--- config.mk ---
export PLATFORM = sky130hd
export DESIGN_NAME = amba3_apb_req_bridge
export DESIGN_NICKNAME = d
export VERILOG_FILES = /design/src/rtl/amba3_apb_req_bridge_pkg.sv /design/src/rtl/amba3_apb_req_bridge.sv
export SDC_FILE = /design/constraint.sdc
export NUM_CORES = 1
export LEC_CHECK = 0
export CORE_ASPECT_RATIO = 2
export CORE_MARGIN = 1
export CORE_UTILIZATION = 40
export DETAILED_ROUTE_END_ITERATION = 8
export PLACE_DENSITY = 0.78
export SLEW_MARGIN = 5
export SYNTH_ARGS = -nofsm -noshare
export SYNTH_HDL_FRONTEND = slang
export SYNTH_SLANG_ARGS = --single-unit
--- constraint.sdc ---
create_clock -name pclk -period 2.25 [get_ports pclk]
set_input_delay 0.225 -clock pclk [delete_from_list [all_inputs] [get_ports pclk]]
set_output_delay 0.225 -clock pclk [all_outputs]
set_load 0.1 [all_outputs]
--- src/rtl/amba3_apb_req_bridge_pkg.sv ---
// Shared APB3 requester types: bridge FSM encoding, default access timeout and
// the helper that sizes the address alignment check from the data width.
package pkg_amba3;

    typedef enum logic [1:0] {
        IDLE   = 2'd0,
        SETUP  = 2'd1,
        ACCESS = 2'd2,
        RESP   = 2'd3
    } apb_req_bridge_state_e;

    localparam int APB_REQ_BRIDGE_TIMEOUT_DEFAULT = 16;

    // Number of low address bits that must be zero for a full-width beat.
    function automatic int apb_align_bits(input int data_size);
        return $clog2(data_size / 8);
    endfunction

endpackage

--- src/rtl/amba3_apb_req_bridge.sv ---
// APB3 requester: turns a valid/ready request stream into SETUP/ACCESS transfers
// and returns results on a valid/ready response stream. Optional embedded checks
// are compiled in with AMBA3_APB_REQ_BRIDGE_ASSERT_EN.
//
// state  | meaning
// IDLE   | req_ready high, waiting for a request; APB bus idle
// SETUP  | psel high, penable low, address/data/direction presented
// ACCESS | psel and penable high, waiting for pready or the timeout
// RESP   | rsp_valid high with result held until rsp_ready
module amba3_apb_req_bridge
    import pkg_amba3::*;
#(
    parameter int ADDR_SIZE = 32,
    parameter int DATA_SIZE = 32,
    parameter int TIMEOUT   = APB_REQ_BRIDGE_TIMEOUT_DEFAULT
) (
    input  logic                 pclk,
    input  logic                 preset_n,
    input  logic                 req_valid,
    output logic                 req_ready,
    input  logic                 req_write,
    input  logic [ADDR_SIZE-1:0] req_addr,
    input  logic [DATA_SIZE-1:0] req_wdata,
    output logic                 rsp_valid,
    input  logic                 rsp_ready,
    output logic [DATA_SIZE-1:0] rsp_rdata,
    output logic                 rsp_err,
    output logic                 psel,
    output logic                 penable,
    output logic                 pwrite,
    output logic [ADDR_SIZE-1:0] paddr,
    output logic [DATA_SIZE-1:0] pwdata,
    input  logic [DATA_SIZE-1:0] prdata,
    input  logic                 pready,
    input  logic                 pslverr
);

    localparam int                   ALIGN_BITS = apb_align_bits(DATA_SIZE);
    localparam logic [ADDR_SIZE-1:0] ALIGN_MASK = ADDR_SIZE'((64'd1 << ALIGN_BITS) - 64'd1);
    localparam int                   TW         = (TIMEOUT > 1) ? $clog2(TIMEOUT) : 1;
    localparam logic [TW-1:0]        TO_LOAD    = (TIMEOUT > 0) ? TW'(TIMEOUT - 1) : '0;

    apb_req_bridge_state_e state, next_state;

    logic          req_ready_q;
    logic          accept;
    logic          misaligned;
    logic          to_hit;
    logic          access_done;
    logic          access_abort;
    logic [TW-1:0] to_cnt;

    assign accept       = (state == IDLE) && req_valid && req_ready_q;
    assign misaligned   = (req_addr & ALIGN_MASK) != '0;
    assign to_hit       = (TIMEOUT > 0) && (to_cnt == '0);
    assign access_done  = (state == ACCESS) && pready;
    // pready has priority over the timeout in the cycle the limit is reached
    assign access_abort = (state == ACCESS) && !pready && to_hit;

    always_ff @(posedge pclk or negedge preset_n) begin
        if (!preset_n) begin
            state <= IDLE;
        end else begin
            state <= next_state;
        end
    end

    always_comb begin
        next_state = state;
        case (state)
            IDLE: begin
                if (accept) begin
                    next_state = misaligned ? RESP : SETUP;
                end
            end
            SETUP: begin
                next_state = ACCESS;
            end
            ACCESS: begin
                if (access_done || access_abort) begin
                    next_state = RESP;
                end
            end
            RESP: begin
                if (rsp_ready) begin
                    next_state = IDLE;
                end
            end
            default: begin
                next_state = IDLE;
            end
        endcase
    end

    // Registered so that req_ready is low while reset is asserted.
    always_ff @(posedge pclk or negedge preset_n) begin
        if (!preset_n) begin
            req_ready_q <= 1'b0;
        end else begin
            req_ready_q <= (next_state == IDLE);
        end
    end

    assign req_ready = req_ready_q;
    assign psel      = (state == SETUP) || (state == ACCESS);
    assign penable   = (state == ACCESS);
    assign rsp_valid = (state == RESP);

    always_ff @(posedge pclk or negedge preset_n) begin
        if (!preset_n) begin
            pwrite <= 1'b0;
            paddr  <= '0;
            pwdata <= '0;
        end else if (accept) begin
            pwrite <= req_write;
            paddr  <= req_addr;
            pwdata <= req_wdata;
        end
    end

    always_ff @(posedge pclk or negedge preset_n) begin
        if (!preset_n) begin
            rsp_rdata <= '0;
            rsp_err   <= 1'b0;
        end else if (accept && misaligned) begin
            rsp_rdata <= '0;
            rsp_err   <= 1'b1;
        end else if (access_done) begin
            rsp_rdata <= (!pwrite && !pslverr) ? prdata : '0;
            rsp_err   <= pslverr;
        end else if (access_abort) begin
            rsp_rdata <= '0;
            rsp_err   <= 1'b1;
        end else if ((state == RESP) && rsp_ready) begin
            rsp_rdata <= '0;
            rsp_err   <= 1'b0;
        end
    end

    // Down-counter loaded in SETUP; ACCESS ends after TIMEOUT stalled cycles.
    always_ff @(posedge pclk or negedge preset_n) begin
        if (!preset_n) begin
            to_cnt <= '0;
        end else if (state == SETUP) begin
            to_cnt <= TO_LOAD;
        end else if ((state == ACCESS) && !pready && (to_cnt != '0)) begin
            to_cnt <= to_cnt - TW'(1);
        end
    end

`ifdef AMBA3_APB_REQ_BRIDGE_ASSERT_EN
    a_penable_after_setup : assert property (@(posedge pclk) disable iff (!preset_n)
        $rose(penable) |-> $past(psel && !penable))
        else $error("penable raised without a preceding setup cycle");

    a_bus_stable : assert property (@(posedge pclk) disable iff (!preset_n)
        (psel && $past(psel)) |-> $stable({paddr, pwrite, pwdata}))
        else $error("paddr/pwrite/pwdata changed while psel held");

    a_rsp_hold : assert property (@(posedge pclk) disable iff (!preset_n)
        $past(rsp_valid && !rsp_ready) |-> (rsp_valid && $stable(rsp_rdata) && $stable(rsp_err)))
        else $error("response dropped or changed before rsp_ready");

    a_ready_idle_only : assert property (@(posedge pclk) disable iff (!preset_n)
        (state != IDLE) |-> !req_ready)
        else $error("req_ready high outside IDLE");
`else
`endif

endmodule

==> metrics <==
Period minus WS final 1.82 ns; Total GRT Usage 20.5%; area of the placeable core 0.0101 mm^2; worst min-delay path class input port to asynchronous set/reset pin; Top Ports 205; final number of max-transition violations 0; wire length of the first global-routing pass 16.8 mm; vias in the first global route 3478; CP Max Fanout 32; post-synth top area share 62.8%; gpl congestion 0.768; antenna cells 0; Die Y 147 um; cell taking the most area after synthesis sky130_fd_sc_hd__dfrtp_1; max frequency 0.549 GHz; CP endpoint kind flop; clock tree from TritonCTS yes; first-iteration detailed-routing DRC count 159; clock-pin transition on the worst setup and hold timing paths 0.07 ns; count of nets left with antenna violations after detail routing 0; DRC violation count after routing 0; aggregate negative setup slack 0 ns; transition time at the pin with the least slew margin 0.578 ns; count of flip-flops with a built-in enable after synthesis 0; RSZ-0062 raised after global routing false; CP required 2.51 ns; Max H-tree Level 3; final hold violation count 0; startpoint type of the worst setup path flop; remaining global-route overflow 0; arrival time at the worst endpoint 2.08 ns; distinct cell type count after synthesis 32; GR peak layer met2; met3 capacity usage during global routing 4.62%; max-cap violations 0; detail-routed net length per standard cell 16.5 um; via total after detailed routing 3174; Max Clock Skew 0.00720 ns; outcome complete, no violations; area of the mapped netlist 0.00419 mm^2; die area 0.0109 mm^2; sequential fraction of the synthesis area 62.8%; clock buffer depth 2; synth top area cells sky130_fd_sc_hd__dfrtp_1 63%, sky130_fd_sc_hd__mux2_2 16%, sky130_fd_sc_hd__a22oi_1 5.7%; warnings from Yosys 0; detailed-route wire length 10.7 mm; number of search-and-repair iterations in the first detailed-routing pass 6; final count of negative-setup-slack endpoints 0; number of sinks driven by the clock tree 105; half-perimeter wire length after placement 8.14 mm; R2R Setup Slk 0.43 ns; met2 track demand over resource 37.5%; insertion delay of the later-clocked pin in the worst-skew pair 0.33 ns; number of CTS-inserted buffers 9; layout net count 615; post-route clock period utilization 80.9%; type of the worst setup path flop to flop; headroom to the max-slew limit 61.5%; GRT met1 Usage 20.8%; most frequently used flop master after synthesis sky130_fd_sc_hd__dfrtp_1; number of cell rows 52; # port buffers 204; synthesized netlist net count 409; CTS root buf sky130_fd_sc_hd__clkbuf_16; fraction of synthesis flops using an asynchronous set or reset pin 100%; pin count of the biggest net entering global routing 51; mean cell area of the mapped netlist 14.0 um^2; initial antenna violation count 0; Post CTS Setup Buffer Count 0; Horiz. Die Dim 74.3 um; ratio of cells with drive above 1 in the final layout 38.0%; Vias per Instance 4.92; post-synthesis sequential element count 105; signed area change from the synthesized netlist to the final layout 54.2%; Post-Syn Instances 299; initial core utilization 41.2%
==> layer usage <==
metal	share of wire, %	wire (um)
met1	34	3650
met4	3.1	330
met5	0	0
met3	5.9	624
met2	57	6060
==> critical path, stage by stage (launching register included) <==
cell	delay [ns]
sky130_fd_sc_hd__dfrtp_1	0.39
sky130_fd_sc_hd__inv_1	0.10
sky130_fd_sc_hd__ha_2	0.22
sky130_fd_sc_hd__nand2_1	0.16
sky130_fd_sc_hd__and3_2	0.60
sky130_fd_sc_hd__a22oi_1	0.13
sky130_fd_sc_hd__nor2_1	0.14
==> final cells by class <==
type                    count  area, um^2
well taps                 135         169
clock buffers              12         246
flip-flops and latches    105        2630
repair buffers            212        1880
inverters                   4        15.0
clock inverters             4        52.6
multi-input cells         173        1460
fillers                   828        3700
==> cell usage in the layout (no fill, tap or decap), types with 6 or more instances in the layout <==
cell and instances:
sky130_fd_sc_hd__a22oi_1 32, sky130_fd_sc_hd__buf_4 107, sky130_fd_sc_hd__clkbuf_16 9, sky130_fd_sc_hd__clkdlybuf4s50_1 101, sky130_fd_sc_hd__dfrtp_1 105, sky130_fd_sc_hd__ha_1 6
sky130_fd_sc_hd__mux2_2 58, sky130_fd_sc_hd__mux2_4 7, sky130_fd_sc_hd__nand2_1 7, sky130_fd_sc_hd__nor2_1 35
==> path summary, 6_finish.rpt <==
| kind | from | end | cells past startpoint |
|---|---|---|---|
| min reg2reg | pwdata[26]$_DFFE_PN0P_ | pwdata[26]$_DFFE_PN0P_ | 1 |
| max | state[0]$_DFF_PN0_ | rsp_rdata[20]$_DFFE_PN0P_ | 6 |
| min in group pclk | req_addr[9] | paddr[9]$_DFFE_PN0P_ | 2 |
| max in group asynchronous | preset_n | pwdata[31]$_DFFE_PN0P_ | 3 |
| max reg2reg | state[0]$_DFF_PN0_ | rsp_rdata[20]$_DFFE_PN0P_ | 6 |
| min | preset_n | pwdata[18]$_DFFE_PN0P_ | 2 |
==> registers in the layout, indices dropped and copies added (netlist names) <==
name,count
to_cnt,4
pwdata,32
rsp_err,1
req_ready,1
paddr,32
state,2
rsp_rdata,32
pwrite,1
==> through the flow <==
step                instances  util (%)  setup slack [ns]  hold slack (ns)  area, um^2
finish                    645      63.6             0.429            0.390        6450
floorplan                 299         -             0.103          -0.0706        4190
CTS                       645      63.6            0.0257            0.404        6450
detailed placement        628      60.5            0.0504            0.235        6140
global placement          628      60.5             0.166            0.231        6140
global route              645      63.6             0.277            0.453        6450
==> Yosys cell counts, types with 2 or more instances <==
master	instances
sky130_fd_sc_hd__a22oi_1	32
sky130_fd_sc_hd__buf_2	12
sky130_fd_sc_hd__buf_4	4
sky130_fd_sc_hd__dfrtp_1	105
sky130_fd_sc_hd__ha_1	7
sky130_fd_sc_hd__inv_1	4
sky130_fd_sc_hd__mux2_2	58
sky130_fd_sc_hd__mux2_4	7
sky130_fd_sc_hd__nand2_1	7
sky130_fd_sc_hd__nand2b_1	3
sky130_fd_sc_hd__nand3_1	2
sky130_fd_sc_hd__nor2_1	35
sky130_fd_sc_hd__nor2b_1	2
sky130_fd_sc_hd__o211ai_1	2
sky130_fd_sc_hd__xor2_1	2
==> what timing repair did <==
action                                 in CTS  in global routing
endpoints found under the hold margin      37                  0
gates resized for setup                     0                  1
setup endpoints to repair                   0                 32
hold buffers                                1                  0
==> logic make-up after synthesis <==
logic type	synth area share, %
flops	62.8
compound gates	7.15
xor+xnor	0.628
simple gates	6.46
mux	18.1
buf+inv	2.78
fa+ha+maj	2.09
Power is left out: the tool's default activity adds up to more than one toggle a clock period on the data nets, which glitch-free logic cannot reach.
